<file path="src/rtl/disp_scan_ctrl.sv">
// Four-digit multiplexed display scanner with double-buffered display data,
// frame-synchronous commit and per-digit blinking.
module disp_scan_ctrl #(
  parameter int SCAN_CNT     = 50000,
  parameter int BLINK_FRAMES = 32
) (
  input  logic        clk,
  input  logic        rst_n,
  input  logic [15:0] din,
  input  logic [3:0]  pin,
  input  logic [3:0]  len,
  input  logic [3:0]  ben,
  input  logic        load,
  output logic        ack,
  output logic [3:0]  AN,
  output logic [3:0]  D,
  output logic        LE,
  output logic        point,
  output logic        frame
);

  localparam int CW = (SCAN_CNT > 2) ? $clog2(SCAN_CNT) : 1;
  localparam int BW = (BLINK_FRAMES > 1) ? $clog2(BLINK_FRAMES) : 1;
  localparam logic [CW-1:0] CNT_MAX = CW'(SCAN_CNT - 1);
  localparam logic [BW-1:0] BLK_MAX = BW'(BLINK_FRAMES - 1);

  typedef struct packed {
    logic [15:0] din;
    logic [3:0]  pin;
    logic [3:0]  len;
    logic [3:0]  ben;
  } disp_regs_t;

  logic [CW-1:0] cnt_q, cnt_d;
  logic [1:0]    idx_q, idx_d;
  logic [BW-1:0] blk_q, blk_d;
  logic          phase_q, phase_d;
  logic          pend_q, pend_d;
  disp_regs_t    stg_q, stg_d;
  disp_regs_t    act_q, act_d;
  logic          ack_q, ack_d;
  logic [3:0]    an_q, an_d;
  logic [3:0]    dig_q, dig_d;
  logic          le_q, le_d;
  logic          pt_q, pt_d;

  logic tick;
  logic frame_w;
  logic vis;

  assign tick    = (cnt_q == CNT_MAX);
  assign frame_w = tick && (idx_q == 2'd3);

  always_comb begin
    // NOTE: every signal assigned here gets a default first, so no path
    // leaves it unassigned and no latch is inferred.
    cnt_d   = tick ? '0 : cnt_q + CW'(1);
    idx_d   = tick ? idx_q + 2'd1 : idx_q;
    blk_d   = blk_q;
    phase_d = phase_q;
    pend_d  = pend_q;
    stg_d   = stg_q;
    act_d   = act_q;
    ack_d   = 1'b0;

    if (frame_w) begin
      if (blk_q == BLK_MAX) begin
        blk_d   = '0;
        phase_d = ~phase_q;
      end else begin
        blk_d = blk_q + BW'(1);
      end
    end

    // A commit takes priority over a coincident load; the load is dropped
    // because staging is still occupied in that cycle.
    if (frame_w && pend_q) begin
      act_d  = stg_q;
      pend_d = 1'b0;
      ack_d  = 1'b1;
    end else if (load && !pend_q) begin
      stg_d  = '{din: din, pin: pin, len: len, ben: ben};
      pend_d = 1'b1;
    end

    vis   = act_q.len[idx_q] && !(act_q.ben[idx_q] && phase_q);
    an_d  = vis ? ~(4'b0001 << idx_q) : 4'b1111;
    dig_d = act_q.din[idx_q*4 +: 4];
    le_d  = ~vis;
    pt_d  = vis && act_q.pin[idx_q];
  end

  always_ff @(posedge clk or negedge rst_n) begin
    // NOTE: sequential state uses non-blocking assignments only, so every
    // flop samples the pre-edge value of every other flop.
    if (!rst_n) begin
      cnt_q   <= '0;
      idx_q   <= '0;
      blk_q   <= '0;
      phase_q <= 1'b0;
      pend_q  <= 1'b0;
      // NOTE: the data registers are reset too, so a display enabled right
      // after reset shows a defined blank pattern instead of power-up junk.
      stg_q   <= '0;
      act_q   <= '0;
      ack_q   <= 1'b0;
      an_q    <= 4'b1111;
      dig_q   <= '0;
      le_q    <= 1'b1;
      pt_q    <= 1'b0;
    end else begin
      cnt_q   <= cnt_d;
      idx_q   <= idx_d;
      blk_q   <= blk_d;
      phase_q <= phase_d;
      pend_q  <= pend_d;
      stg_q   <= stg_d;
      act_q   <= act_d;
      ack_q   <= ack_d;
      an_q    <= an_d;
      dig_q   <= dig_d;
      le_q    <= le_d;
      pt_q    <= pt_d;
    end
  end

  assign ack   = ack_q;
  assign AN    = an_q;
  assign D     = dig_q;
  assign LE    = le_q;
  assign point = pt_q;
  assign frame = frame_w;

endmodule

</file>
<file path="config.mk">
export PLATFORM = sky130hd
export DESIGN_NAME = disp_scan_ctrl
export DESIGN_NICKNAME = d
export VERILOG_FILES = /design/src/rtl/disp_scan_ctrl.sv
export SDC_FILE = /design/constraint.sdc
export NUM_CORES = 1
export LEC_CHECK = 0
export ABC_AREA = 1
export CAP_MARGIN = 20
export CORE_ASPECT_RATIO = 1.4
export CORE_MARGIN = 2
export CORE_UTILIZATION = 25
export DETAILED_ROUTE_END_ITERATION = 8
export SETUP_SLACK_MARGIN = 0.02
export SYNTH_ARGS = -nofsm -noshare
export SYNTH_HDL_FRONTEND = slang
export SYNTH_SLANG_ARGS = --single-unit
export TNS_END_PERCENT = 20
</file>
<file path="constraint.sdc">
create_clock -name clk -period 4.39 [get_ports clk]
set_input_delay 0.878 -clock clk [delete_from_list [all_inputs] [get_ports clk]]
set_output_delay 0.878 -clock clk [all_outputs]
set_load 0.01 [all_outputs]
</file>
After elaboration in Yosys (flattened, before gate mapping). Cells that the tools add are included.

Bits in registers: 92. Bits of input ports: 31. Output and inout bits: 12. Word-level logic and storage cells: 54.

Add/sub/neg operators: 3. Order comparisons: 1. Equal/unequal tests: 3. Shifts and indexed selects: 2. Mux-type cells: 12. Bitwise logic cells: 4. Reductions and logical operators: 11.

Operators by type and width (count): 16-bit by 1-bit adder with 16-bit output (second input constant) (1); 16-bit == test (second input constant) (1); 16-bit two-way mux (1); 16-bit by 5-bit variable part select with 4-bit output (1); 1-bit binary-select mux with 2-bit select (3); 1-bit logical AND (6); 1-bit two-way mux (6); 5-bit by 1-bit adder with 5-bit output (second input constant) (1); 5-bit == test (second input constant) (1); 5-bit two-way mux (1); 4-bit two-way mux (1); 4-bit inverter (1); 2-bit AND reduction (2); 1-bit by 2-bit << shifter with 4-bit output (first input constant) (1); 2-bit by 3-bit < comparator with 1-bit output (second input constant) (1); 1-bit inverter (3); 2-bit by 1-bit adder with 2-bit output (second input constant) (1); 2-bit == test (second input constant) (1); 1-bit zero test (2); 2-bit nonzero test (1).

Longest topological paths before layout. Gate-level depths: netlist (run 1).

Word-level depth: 6. Mapped depth: 9. Mapped depth without buffers: 9.

Least setup slack after synthesis (run 1). Ideal clock, no wire load.

Path type: reg-to-output. Start point: register idx_q[1]. End point: output port frame. Data arrival time: 1.160 ns. Data required time: 3.512 ns. Path slack: 2.352 ns. Cell stages (with the launch flop): 5. Path buffers: 1. Path through: dfrtp_1 > ha_1 > clkbuf_1 > inv_1 > nor2_1.

Longest elaborated chain between the ends: 2.

Ends and longest elaborated chain: start: declaration (RTL line 35) `logic [1:0] idx_q, idx_d;`; start signal: assignment (RTL line 113) `idx_q <= idx_d;`; 2-bit == test (RTL line 52) `assign frame_w = tick && (idx_q == 2'd3);`; 1-bit logical AND (RTL line 52); end: declaration (RTL line 19) `output logic frame`.

Every way passes these cells.

Final worst setup path (run 1).
Start point: register idx_q[0]. End point: output port frame.

Same word-level chain as after synthesis.

==> flow_summary.json, run 1 <==
{
  "status": "finished, final reports clean",
  "tightest_slew_ns": 0.883,
  "fin_tns_setup_ns": 0,
  "core_um2": 16200,
  "layout_common_cells": "nand2_1, dfrtp_1, nor2_1",
  "rows": 55,
  "drive_gt1_frac": 0.131,
  "syn2layout_area_growth_pct": 21.8,
  "start_util": 0.256,
  "synth_top_area_frac": 0.523,
  "grt_setup_unrepaired": "no",
  "power_density_nw_per_um2": 338,
  "cts_max_level": 3,
  "hold_viol": 0,
  "dp_hpwl_mm": 6.51,
  "num_antenna_cells": 0,
  "syn_nets": 479,
  "post-place-cells": 670,
  "num_vias": 3050,
  "grt_antenna_before_repair": 0,
  "fillCellCount": 1698,
  "whs_path_depth": 1,
  "max-vdd-ir-drop_mv": 0.143,
  "cts_resized": 0,
  "via_per_inst": 4.45,
  "gp_congestion": 0.881,
  "min_period_ns": 3.16,
  "cts_setup_buffers": 0,
  "grt_max_degree": 72,
  "critPathLaunchType": "flip-flop",
  "crit_path_top_delay_cell": "clkdlybuf4s50_1",
  "path_class": "reg -> out",
  "crit_top_cell": "buf_4",
  "clock_skew_ns": 0.00973,
  "syn_inst": 441,
  "routed_wl_mm": 8.94,
  "drv_cap": 0,
  "p_leak_nw": 2.47,
  "die_area_um2": 17700,
  "grtUsageTotal": 0.107,
  "netlist_area_um2": 4160,
  "cts_tree": "yes",
  "cp.arrival_ns": 2.28,
  "first_iter_violations": 147,
  "dp_slack_ns": 1.61,
  "critical-path-top-delay-family": "buffers and inverters",
  "num_io_pins": 43,
  "die_y_um": 157,
  "slew_violations": 0,
  "grt-ovfl-total": 0,
  "hold_class": "reg -> reg",
  "cp.required_ns": 3.51,
  "final_common_cell": "nand2_1",
  "crit_chain": "buf_4 > ha_1 > buf_4 > inv_1 > nor2_1 > clkdlybuf4s50_1",
  "clk_latency_ns": 0.33,
  "slowest_delay_ns": 0.59,
  "cp.depth": 6,
  "instances_no_fill": 686,
  "cts_buffers": 9,
  "fin_util": 0.312,
  "syn_area_per_cell_um2": 9.43,
  "path_clk_slew_ns": 0.07,
  "grt_pass1_vias": 3092,
  "rr_worst_depth": 7,
  "grt_pass1_wl_mm": 15.1,
  "port-buffer-count": 42,
  "detail-route-antenna-nets": 0,
  "synth_largest_area_cell": "dfrtp_1",
  "worstPathMaxFanout": 38,
  "max_freq_mhz": 317,
  "drc": 0,
  "fin_ws_ns": 1.23,
  "yosys_warnings": 0,
  "firstDrtPassIters": 4,
  "max_slew_margin": 0.411,
  "finalNetCount": 520,
  "cts.path.max_buffers": 2,
  "synth-seq-cells": 92,
  "crit_buf_inv": 4,
  "ctsHoldBuffers": 0,
  "root_buffer": "clkbuf_16",
  "ys_seq_area_frac": 0.555,
  "critPathCaptureType": "output pin",
  "setup_viol": 0,
  "whs_ns": 0.463,
  "yosysUniqueCellTypes": 24,
  "synth_area_leaders": "dfrtp_1, nand2_1, mux2_2, nand4_1, nor2_1",
  "cts.sinks": 92,
  "period_share": 0.720,
  "wl_per_cell_um": 13.0,
  "die_width_um": 113
}
==> state kept, by name, summed over array words and instances, names as in the netlist, 2 cells and up <==
| name | count |
|---|---|
| act_q | 28 |
| cnt_q | 16 |
| idx_q | 2 |
| D | 4 |
| AN | 4 |
| stg_q | 28 |
| blk_q | 5 |
==> cells in the mapped netlist, drive strengths merged <==
cell type / instances
nand2: 118
dfrtp: 87
nor2: 57
inv: 33
nand4: 33
mux2: 28
nand3: 18
o21ai: 16
buf: 12
xor2: 8
ha: 7
o22ai: 6
clkbuf: 5
dfstp: 5
a21oi: 3
nor3: 3
o21bai: 2
==> worst paths after layout <==
check,end,slack (ns),startpoint
worst max-delay path,frame,1.23,idx_q[0]$_DFFE_PN0N_
worst min-delay path,cnt_q[0]$_DFF_PN0_,0.46,cnt_q[0]$_DFF_PN0_
worst max register to register,act_q[26]$_DFFE_PN0P_,2.12,idx_q[0]$_DFFE_PN0N_
worst min register to register,cnt_q[0]$_DFF_PN0_,0.46,cnt_q[0]$_DFF_PN0_
max in group asynchronous,AN[3]$_DFF_PN1_,2.83,rst_n
min in group asynchronous,stg_q[23]$_DFFE_PN0P_,0.67,rst_n
==> through the flow <==
step,power (W),instance area (um^2)
floorplan,0.000913,4160
global placement,0.000962,4750
detailed placement,0.000965,4770
CTS,0.00174,5070
global route,0.00178,5070
finish,0.00171,5070
==> layout make-up <==
type	count	area, um^2	share of cell area
flip-flops and latches	92	2310	0.456
inverters	33	124	0.0244
multi-input cells	299	1620	0.320
clock inverters	2	35.0	0.00691
clock buffers	14	264	0.0521
repair buffers	47	463	0.0914
well taps	199	249	0.0491
==> layer usage <==
layer | track usage | routed length, um | vias up
met4 | 0.0546 | 273 | 0
met3 | 0.0151 | 284 | 14
li1 | - | - | 1528
met1 | 0.122 | 3670 | 1440
met2 | 0.193 | 4720 | 68
met5 | 0 | 0 | -
==> power breakdown <==
group / total (W) / switching [W] / internal, W / leakage [nW]
clock network: 0.000768 / 0.000296 / 0.000472 / 0.147
logic: 0.0000636 / 0.0000246 / 0.0000390 / 1.10
registers: 0.000883 / 0.0000122 / 0.000871 / 1.22
total: 0.00171 / 0.000333 / 0.00138 / 2.47
==> kinds of logic (layout without fill, tap and decap cells) <==
kind of cell    count (synthesis)  after routing  synth area share
flops                          92             92             0.555
fa+ha+maj                       7              7            0.0211
buf+inv                        50             96            0.0545
mux                            28             28            0.0758
xor+xnor                        8              8            0.0168
simple gates                  229            229             0.241
compound gates                 27             27            0.0355
No activity file was read; power rests on OpenSTA's default activity.
==> inputs of run 2 (changes only) <==
==> constraint.sdc (replaced) <==
create_clock -name clk -period 3.3 [get_ports clk]
set_input_delay 0.66 -clock clk [delete_from_list [all_inputs] [get_ports clk]]
set_output_delay 0.66 -clock clk [all_outputs]
set_load 0.01 [all_outputs]
==> run 2 against run 1 <==
Against the previous run:
- count of clock-buffer cells in the layout decreased by 5
- hold slack got worse by 0.10 ns
- register-to-register slack lost 0.81 ns
- critical endpoint unchanged
==> flow_summary.json, run 2 (synthesis results as in run 1) <==
{
  "critPathLaunchType": "flip-flop",
  "grt_pass1_wl_mm": 14.9,
  "rows": 55,
  "firstDrtPassIters": 4,
  "via_per_inst": 4.44,
  "cts_buffers": 9,
  "num_vias": 3054,
  "cts.path.max_buffers": 2,
  "finalNetCount": 522,
  "routed_wl_mm": 8.79,
  "syn2layout_area_growth_pct": 23.0,
  "gp_congestion": 0.825,
  "max_freq_mhz": 353,
  "drc": 0,
  "critPathCaptureType": "output pin",
  "cp.arrival_ns": 2.18,
  "cts.sinks": 92,
  "hold_viol": 0,
  "grt_antenna_before_repair": 0,
  "min_period_ns": 2.84,
  "layout_common_cells": "nand2_1, dfrtp_1, nor2_1",
  "die_y_um": 157,
  "power_frac_comb": 0.035,
  "num_antenna_cells": 0,
  "p_leak_nw": 2.49,
  "cts_tree": "yes",
  "num_io_pins": 43,
  "fin_tns_setup_ns": 0,
  "detail-route-antenna-nets": 0,
  "switching_share": 0.193,
  "grt_max_degree": 56,
  "max-vdd-ir-drop_mv": 0.278,
  "tightest_slew_ns": 0.823,
  "seq_power_share": 0.486,
  "clock_skew_ns": 0.00676,
  "worstPathMaxFanout": 5,
  "whs_ns": 0.361,
  "p_total_w": 0.00241,
  "fin_ws_ns": 0.464,
  "clk_latency_ns": 0.34,
  "path_class": "reg -> out",
  "grt-ovfl-total": 0,
  "max_slew_margin": 0.450,
  "grt_setup_unrepaired": "no",
  "drv_cap": 0,
  "dp_slack_ns": 0.809,
  "slew_violations": 0,
  "cts_max_level": 3,
  "core_um2": 16200,
  "period_share": 0.859,
  "grt_pass1_vias": 3188,
  "status": "finished, final reports clean",
  "port-buffer-count": 42,
  "die_area_um2": 17700,
  "start_util": 0.256,
  "hold_class": "in -> async",
  "cts_resized": 0,
  "post-place-cells": 672,
  "p_int_w": 0.00195,
  "path_clk_slew_ns": 0.06,
  "setup_viol": 0,
  "grtUsageTotal": 0.106,
  "die_width_um": 113,
  "first_iter_violations": 128,
  "top_regs": "act_q (28), stg_q (28), cnt_q (16)",
  "p_clk_frac": 0.478,
  "drive_gt1_frac": 0.141,
  "instances_no_fill": 688,
  "cts_setup_buffers": 0,
  "cp.required_ns": 2.64,
  "power_switching_w": 0.000466,
  "ctsHoldBuffers": 0,
  "power_density_nw_per_um2": 472,
  "wl_per_cell_um": 12.8,
  "final_common_cell": "nand2_1",
  "dp_hpwl_mm": 6.53,
  "root_buffer": "clkbuf_16"
}
## run 2: changes by cell type in the layout (fill, tap and decap cells not counted)
cell	delta
clkinv_2	+1
clkbuf_8	-2
clkinvlp_4	+2
buf_4	+3
bufinv_16	+2
buf_8	-1
clkbuf_1	-3
## run 2: power by group through the flow
stage	logic [W]	registers, W	clock network [W]
2_1_floorplan	0.0000254	0.00119	0
3_3_place_gp	0.0000859	0.00119	0
3_5_place_dp	0.0000892	0.00119	0
4_1_cts	0.0000893	0.00117	0.00119
5_1_grt	0.0000969	0.00118	0.00123
6_report	0.0000854	0.00117	0.00115
## run 2: critical path: stages, from the launching register on
cell	delay, ns
dfrtp_1	0.43
nor2_1	0.21
nand2_1	0.11
nor2_2	0.12
nand2_1	0.13
nor2_1	0.26
clkdlybuf4s50_1	0.59
## run 2: metal layers
layer,up-vias,wire length [um],part of all wire,track usage
met5,-,0,0,0
met4,0,288,0.033,0.0575
met3,19,222,0.025,0.0170
met2,47,4630,0.53,0.200
met1,1462,3650,0.41,0.113
li1,1526,-,-,-
## run 2: layout make-up
cell class	instances	area [um^2]
fillers	1705	11100
flip-flops and latches	92	2310
multi-input cells	299	1620
repair buffers	49	470
well taps	199	249
clock buffers	9	225
inverters	33	124
clock inverters	7	115
## run 2: metrics by stage
step | cell area [um^2] | util
global route | 5120 | 0.315
finish | 5120 | 0.315
detailed placement | 4780 | 0.294
global placement | 4780 | 0.294
CTS | 5120 | 0.315
floorplan | 4160 | -
## run 2: final timing paths
| check | slack, ns | from | to | cells past startpoint |
|---|---|---|---|---|
| min in group clk | 0.46 | cnt_q[0]$_DFF_PN0_ | cnt_q[0]$_DFF_PN0_ | 1 |
| max in group asynchronous | 2.17 | rst_n | stg_q[0]$_DFFE_PN0P_ | 2 |
| worst max register to register | 1.31 | cnt_q[0]$_DFF_PN0_ | blk_q[1]$_DFFE_PN0P_ | 8 |
| worst min-delay path | 0.36 | rst_n | D[2]$_DFF_PN0_ | 1 |
| worst max-delay path | 0.46 | cnt_q[5]$_DFF_PN0_ | frame | 6 |
| worst min register to register | 0.46 | cnt_q[0]$_DFF_PN0_ | cnt_q[0]$_DFF_PN0_ | 1 |
==> inputs of run 3 (changes only) <==
--- a/config.mk
+++ b/config.mk
@@ -8,7 +8,7 @@
 export ABC_AREA = 1
 export CAP_MARGIN = 20
 export CORE_ASPECT_RATIO = 1.4
-export CORE_MARGIN = 2
+export CORE_MARGIN = 4
 export CORE_UTILIZATION = 25
 export DETAILED_ROUTE_END_ITERATION = 8
 export SETUP_SLACK_MARGIN = 0.02
==> run 3 against run 2 <==
Against the previous run:
- clock skew is 0.00056 ns higher
- combinational power rose by 1%
- largest power group unchanged
- largest cell class unchanged
- total power decreased by 2.7%
- global-route usage shrank 0.099 points
==> flow_summary.json, run 3 (synthesis results as in run 1) <==
{
  "status": "finished, final reports clean",
  "start_util": 0.256,
  "worstPathMaxFanout": 3,
  "path_class": "reg -> out",
  "cts_setup_buffers": 0,
  "cts_max_level": 3,
  "max-vdd-ir-drop_mv": 0.215,
  "slew_violations": 0,
  "cts_tree": "yes",
  "firstDrtPassIters": 4,
  "max_freq_mhz": 360,
  "slowest_delay_ns": 0.58,
  "detail-route-antenna-nets": 0,
  "clk_latency_ns": 0.34,
  "grt_antenna_before_repair": 0,
  "num_antenna_cells": 0,
  "die_width_um": 117,
  "fin_tns_setup_ns": 0,
  "syn2layout_area_growth_pct": 22.5,
  "clock_skew_ns": 0.00732,
  "first_iter_violations": 133,
  "cp.required_ns": 2.64,
  "power_density_nw_per_um2": 461,
  "p_leak_nw": 2.48,
  "grt_pass1_wl_mm": 15.8,
  "cts.sinks": 92,
  "ctsHoldBuffers": 0,
  "hold_class": "in -> async",
  "core_um2": 16200,
  "grt-ovfl-total": 0,
  "dp_hpwl_mm": 6.68,
  "r2r_start": "cnt_q[0]$_DFF_PN0_",
  "drc": 0,
  "wl_per_cell_um": 13.5,
  "path_clk_slew_ns": 0.06,
  "rows": 55,
  "critPathCaptureType": "output pin",
  "fillCellCount": 1698,
  "via_per_inst": 4.44,
  "cts_resized": 0,
  "finalNetCount": 521,
  "critPathLaunchType": "flip-flop",
  "rr_worst_depth": 8,
  "num_io_pins": 43,
  "drive_gt1_frac": 0.131,
  "max_slew_margin": 0.469,
  "num_vias": 3052,
  "worstReg2RegEnd": "blk_q[1]$_DFFE_PN0P_",
  "crit_chain": "ha_1 > nand3_2 > nor2_1 > nand2_1 > nor2_1 > clkdlybuf4s50_1",
  "die_area_um2": 18800,
  "register_area_um2": 2310,
  "gp_congestion": 0.813,
  "routed_wl_mm": 9.25,
  "r2r_slack_ns": 1.29,
  "setup_viol": 0,
  "fin_util": 0.314,
  "multi_input_area_um2": 1620,
  "cts.path.max_buffers": 2,
  "tightest_slew_ns": 0.794,
  "period_share": 0.843,
  "root_buffer": "clkbuf_16",
  "top_regs": "act_q (28), stg_q (28), cnt_q (16)",
  "cts_buffers": 9,
  "layout_common_cells": "nand2_1, dfrtp_1, nor2_1",
  "crit_path_top_delay_cell": "clkdlybuf4s50_1",
  "cp.arrival_ns": 2.12,
  "grt_setup_unrepaired": "no",
  "grt_max_degree": 57,
  "min_period_ns": 2.78,
  "port-buffer-count": 42,
  "grtUsageTotal": 0.105,
  "crit_top_cell": "nor2_1",
  "grt_pass1_vias": 3202,
  "die_y_um": 161,
  "final_common_cell": "nand2_1",
  "hold_viol": 0,
  "drv_cap": 0
}
run 3: worst max-delay path by stage:
stage                                     from    end
after floorplan           idx_q[1]$_DFFE_PN0N_  frame
after global placement      cnt_q[0]$_DFF_PN0_  frame
after detailed placement    cnt_q[0]$_DFF_PN0_  frame
after CTS                   cnt_q[0]$_DFF_PN0_  frame
after global routing        cnt_q[0]$_DFF_PN0_  frame
final                       cnt_q[0]$_DFF_PN0_  frame
run 3: metrics by stage:
| stage | power, W | area (um^2) | worst slack (ns) | instances | hold slack, ns |
|---|---|---|---|---|---|
| 2_1_floorplan | 0.00121 | 4160 | 1.48 | 441 | 0.364 |
| 3_3_place_gp | 0.00128 | 4780 | 0.870 | 671 | 0.443 |
| 3_5_place_dp | 0.00128 | 4780 | 0.824 | 671 | 0.464 |
| 4_1_cts | 0.00239 | 5090 | 0.450 | 687 | 0.416 |
| 5_1_grt | 0.00244 | 5090 | 0.259 | 687 | 0.452 |
| 6_report | 0.00235 | 5090 | 0.519 | 687 | 0.387 |
run 3: where the power goes:
part / total (W) / switching, W / internal [W]
clock network: 0.00109 / 0.000401 / 0.000686
registers: 0.00117 / 0.0000155 / 0.00116
logic: 0.0000866 / 0.0000330 / 0.0000535
total: 0.00235 / 0.000450 / 0.00190
run 3: per-layer routing:
metal,part of all wire,global-route usage,vias up
li1,-,-,1529
met1,0.44,0.129,1459
met2,0.52,0.180,49
met3,0.024,0.0200,15
met4,0.021,0.0428,0
met5,0,0,-
run 3: layout make-up:
| cell class | instances | share of cell area |
|---|---|---|
| flip-flops and latches | 92 | 0.453 |
| multi-input cells | 299 | 0.319 |
| repair buffers | 48 | 0.0933 |
| clock buffers | 14 | 0.0499 |
| well taps | 199 | 0.0489 |
| inverters | 33 | 0.0243 |
| clock inverters | 2 | 0.0118 |
run 3: worst max-delay path, delay by kind of cell, from the launching register on:
family	cells	cell delay [ns]
AND/OR/NAND/NOR	4	0.60
flip-flops	1	0.37
buffers and inverters	1	0.58
adder cells (fa/ha/maj)	1	0.23
==> variant (flow settings as in run 3) <==
The parameter `BLINK_FRAMES` goes from 32 to 128.
--- a/src/rtl/disp_scan_ctrl.sv
+++ b/src/rtl/disp_scan_ctrl.sv
@@ -3,5 +3,5 @@
 module disp_scan_ctrl #(
   parameter int SCAN_CNT     = 50000,
-  parameter int BLINK_FRAMES = 32
+  parameter int BLINK_FRAMES = 128
 ) (
   input  logic        clk,
Behaviour: same outputs for any inputs over 10 cycles, from zero or initial values and one cycle with rst_n low; that may be too few to reach the edited logic, so the function may still have changed.
==> variant against run 3 <==
Sequential cell count grew 2. Sequential share of layout area grew 0.23 points. Register-to-register slack lost 370 ps. Clock skew grew 1.2 ps. Total power shrank 2.3%. Worst setup slack lost 39 ps. Critical path depth is the same. Count of clock-buffer cells in the layout shrank 1. Cell area grew 1.6%. Routed wire length shrank 2.1%. Non-clock buffer count is the same. Area after synthesis grew 2.3%. Largest cell class unchanged.
==> variant: results <==
set metrics [dict create \
    async_reset_ff_share_pct 100.0 \
    yosys-top-cells-count "nand2_1 (121), dfrtp_1 (89), nor2_1 (50)" \
    syn_nets 489 \
    placed_area_sq_mm 0.004860 \
    pwr-share-seq_pct 50.3 \
    cts_resized 0 \
    numCtsBuffers 9 \
    r2r_cells 5 \
    cts_buffer_depth 2 \
    synth.distinct_cells 27 \
    top_regs "act_q (28), stg_q (28), cnt_q (16)" \
    vdd_drop_max_uv 236.2 \
    drt-pass1-iter-count 4 \
    slew_headroom_pct 48.57 \
    synth_flop_cell "dfrtp_1" \
    grt_util_met2_pct 17.85 \
    gp_congestion 0.8106 \
    cts_setup_buffers 0 \
    min_path_type "in2async" \
    worstPathArrival_ps 2160 \
    routed_wl_um 9063 \
    ys_warn_count 0 \
    clkSlewWorstSetupHoldPaths_ps 60 \
    r2r_end "act_q[15]" \
    rrSetupSlack_ps 920 \
    status "completed" \
    power.leakage_nw 2.549 \
    whs_ps 359.4 \
    htreeDepth 3 \
    met1_usage_pct 11.38 \
    crit_fanout 4 \
    critPathSlowestCell "clkdlybuf4s50_1" \
    use_met3_pct 1.772 \
    seq_area_frac_synth_pct 55.42 \
    vias_per_cell 4.520 \
    grt_pass1_vias 3244 \
    antenna_cells 0 \
    clkPwrFrac_pct 47.2 \
    power.total_mw 2.292 \
    antenna_found_initial 0 \
    grt_pass1_wl_um 15430 \
    slowest_delay_ps 590 \
    skew_ps 8.521 \
    p_sw_share_pct 19.22 \
    hpwl_um 6622 \
    r2r-start "idx_q[0]" \
    drive_above_1_share_pct 13.28 \
    io_buffer_count 42 \
    synth_area_leaders "dfrtp_1 (52%), nand2_1 (11%), mux2_2 (7.4%)" \
    worstSkewPairLatency_ps 340 \
    root_buffer "clkbuf_16" \
    nNetsFinal 530 \
    report.final.slew_viol_count 0 \
    gr-usage-all-layers_pct 9.877 \
    drtIter0Drc 168 \
    tns_ps 0 \
    grt_max_degree 55 \
]
[variant: cell types whose count changed after synthesis, moves of 2 or more]
cell	run 3	this run
dfrtp_1	87	89
buf_6	3	5
nand2_1	115	121
nand2_2	3	1
nor2_1	52	50
xor2_1	8	10
clkbuf_1	5	8
nor3_1	3	5
o21ai_0	16	18
buf_2	7	3
[variant: final cells by class]
cell class | count | area [sq um]
fill | 1701 | 11570
sequential | 94 | 2359
multi-input combinational | 307 | 1660
timing repair buffer | 48 | 462.9
clock buffer | 13 | 280.3
tap | 203 | 254.0
inverter | 33 | 123.9
clock inverter | 2 | 38.79
[variant: how the worst max path moves through the flow]
stage / start / end / slack (ps)
final: cnt_q[0] / frame / 480
after global routing: cnt_q[0] / frame / 300
after CTS: cnt_q[0] / frame / 440
after detailed placement: cnt_q[0] / frame / 820
after global placement: cnt_q[0] / frame / 940
after floorplan: cnt_q[0] / frame / 1510
[variant: routing by layer]
metal | share of wire (%) | up-vias
met1 | 42 | 1548
li1 | - | 1564
met2 | 54 | 46
met4 | 1.4 | 0
met5 | 0 | -
met3 | 2.6 | 6
[variant: per-stage QoR]
| stage | setup slack (ps) | cells |
|---|---|---|
| final | 480.2 | 700 |
| after global placement | 937.9 | 685 |
| after floorplan | 1513 | 452 |
| after global routing | 300.9 | 700 |
| after CTS | 441.1 | 700 |
| after detailed placement | 816.4 | 685 |
[variant: logic make-up after synthesis]
group / Yosys count / share of synthesized area [%]
compound gates: 30 / 3.852
xor+xnor: 10 / 2.058
fa+ha+maj: 6 / 1.764
buf+inv: 51 / 5.557
flops: 94 / 55.43
mux: 28 / 7.410
simple gates: 233 / 23.93
[variant: critical path, delay by kind of cell (launching register included)]
family	cells	cell delay, ps
AND/OR/NAND/NOR	4	650
adder cells (fa/ha/maj)	1	200
flip-flops	1	370
buffers and inverters	1	590
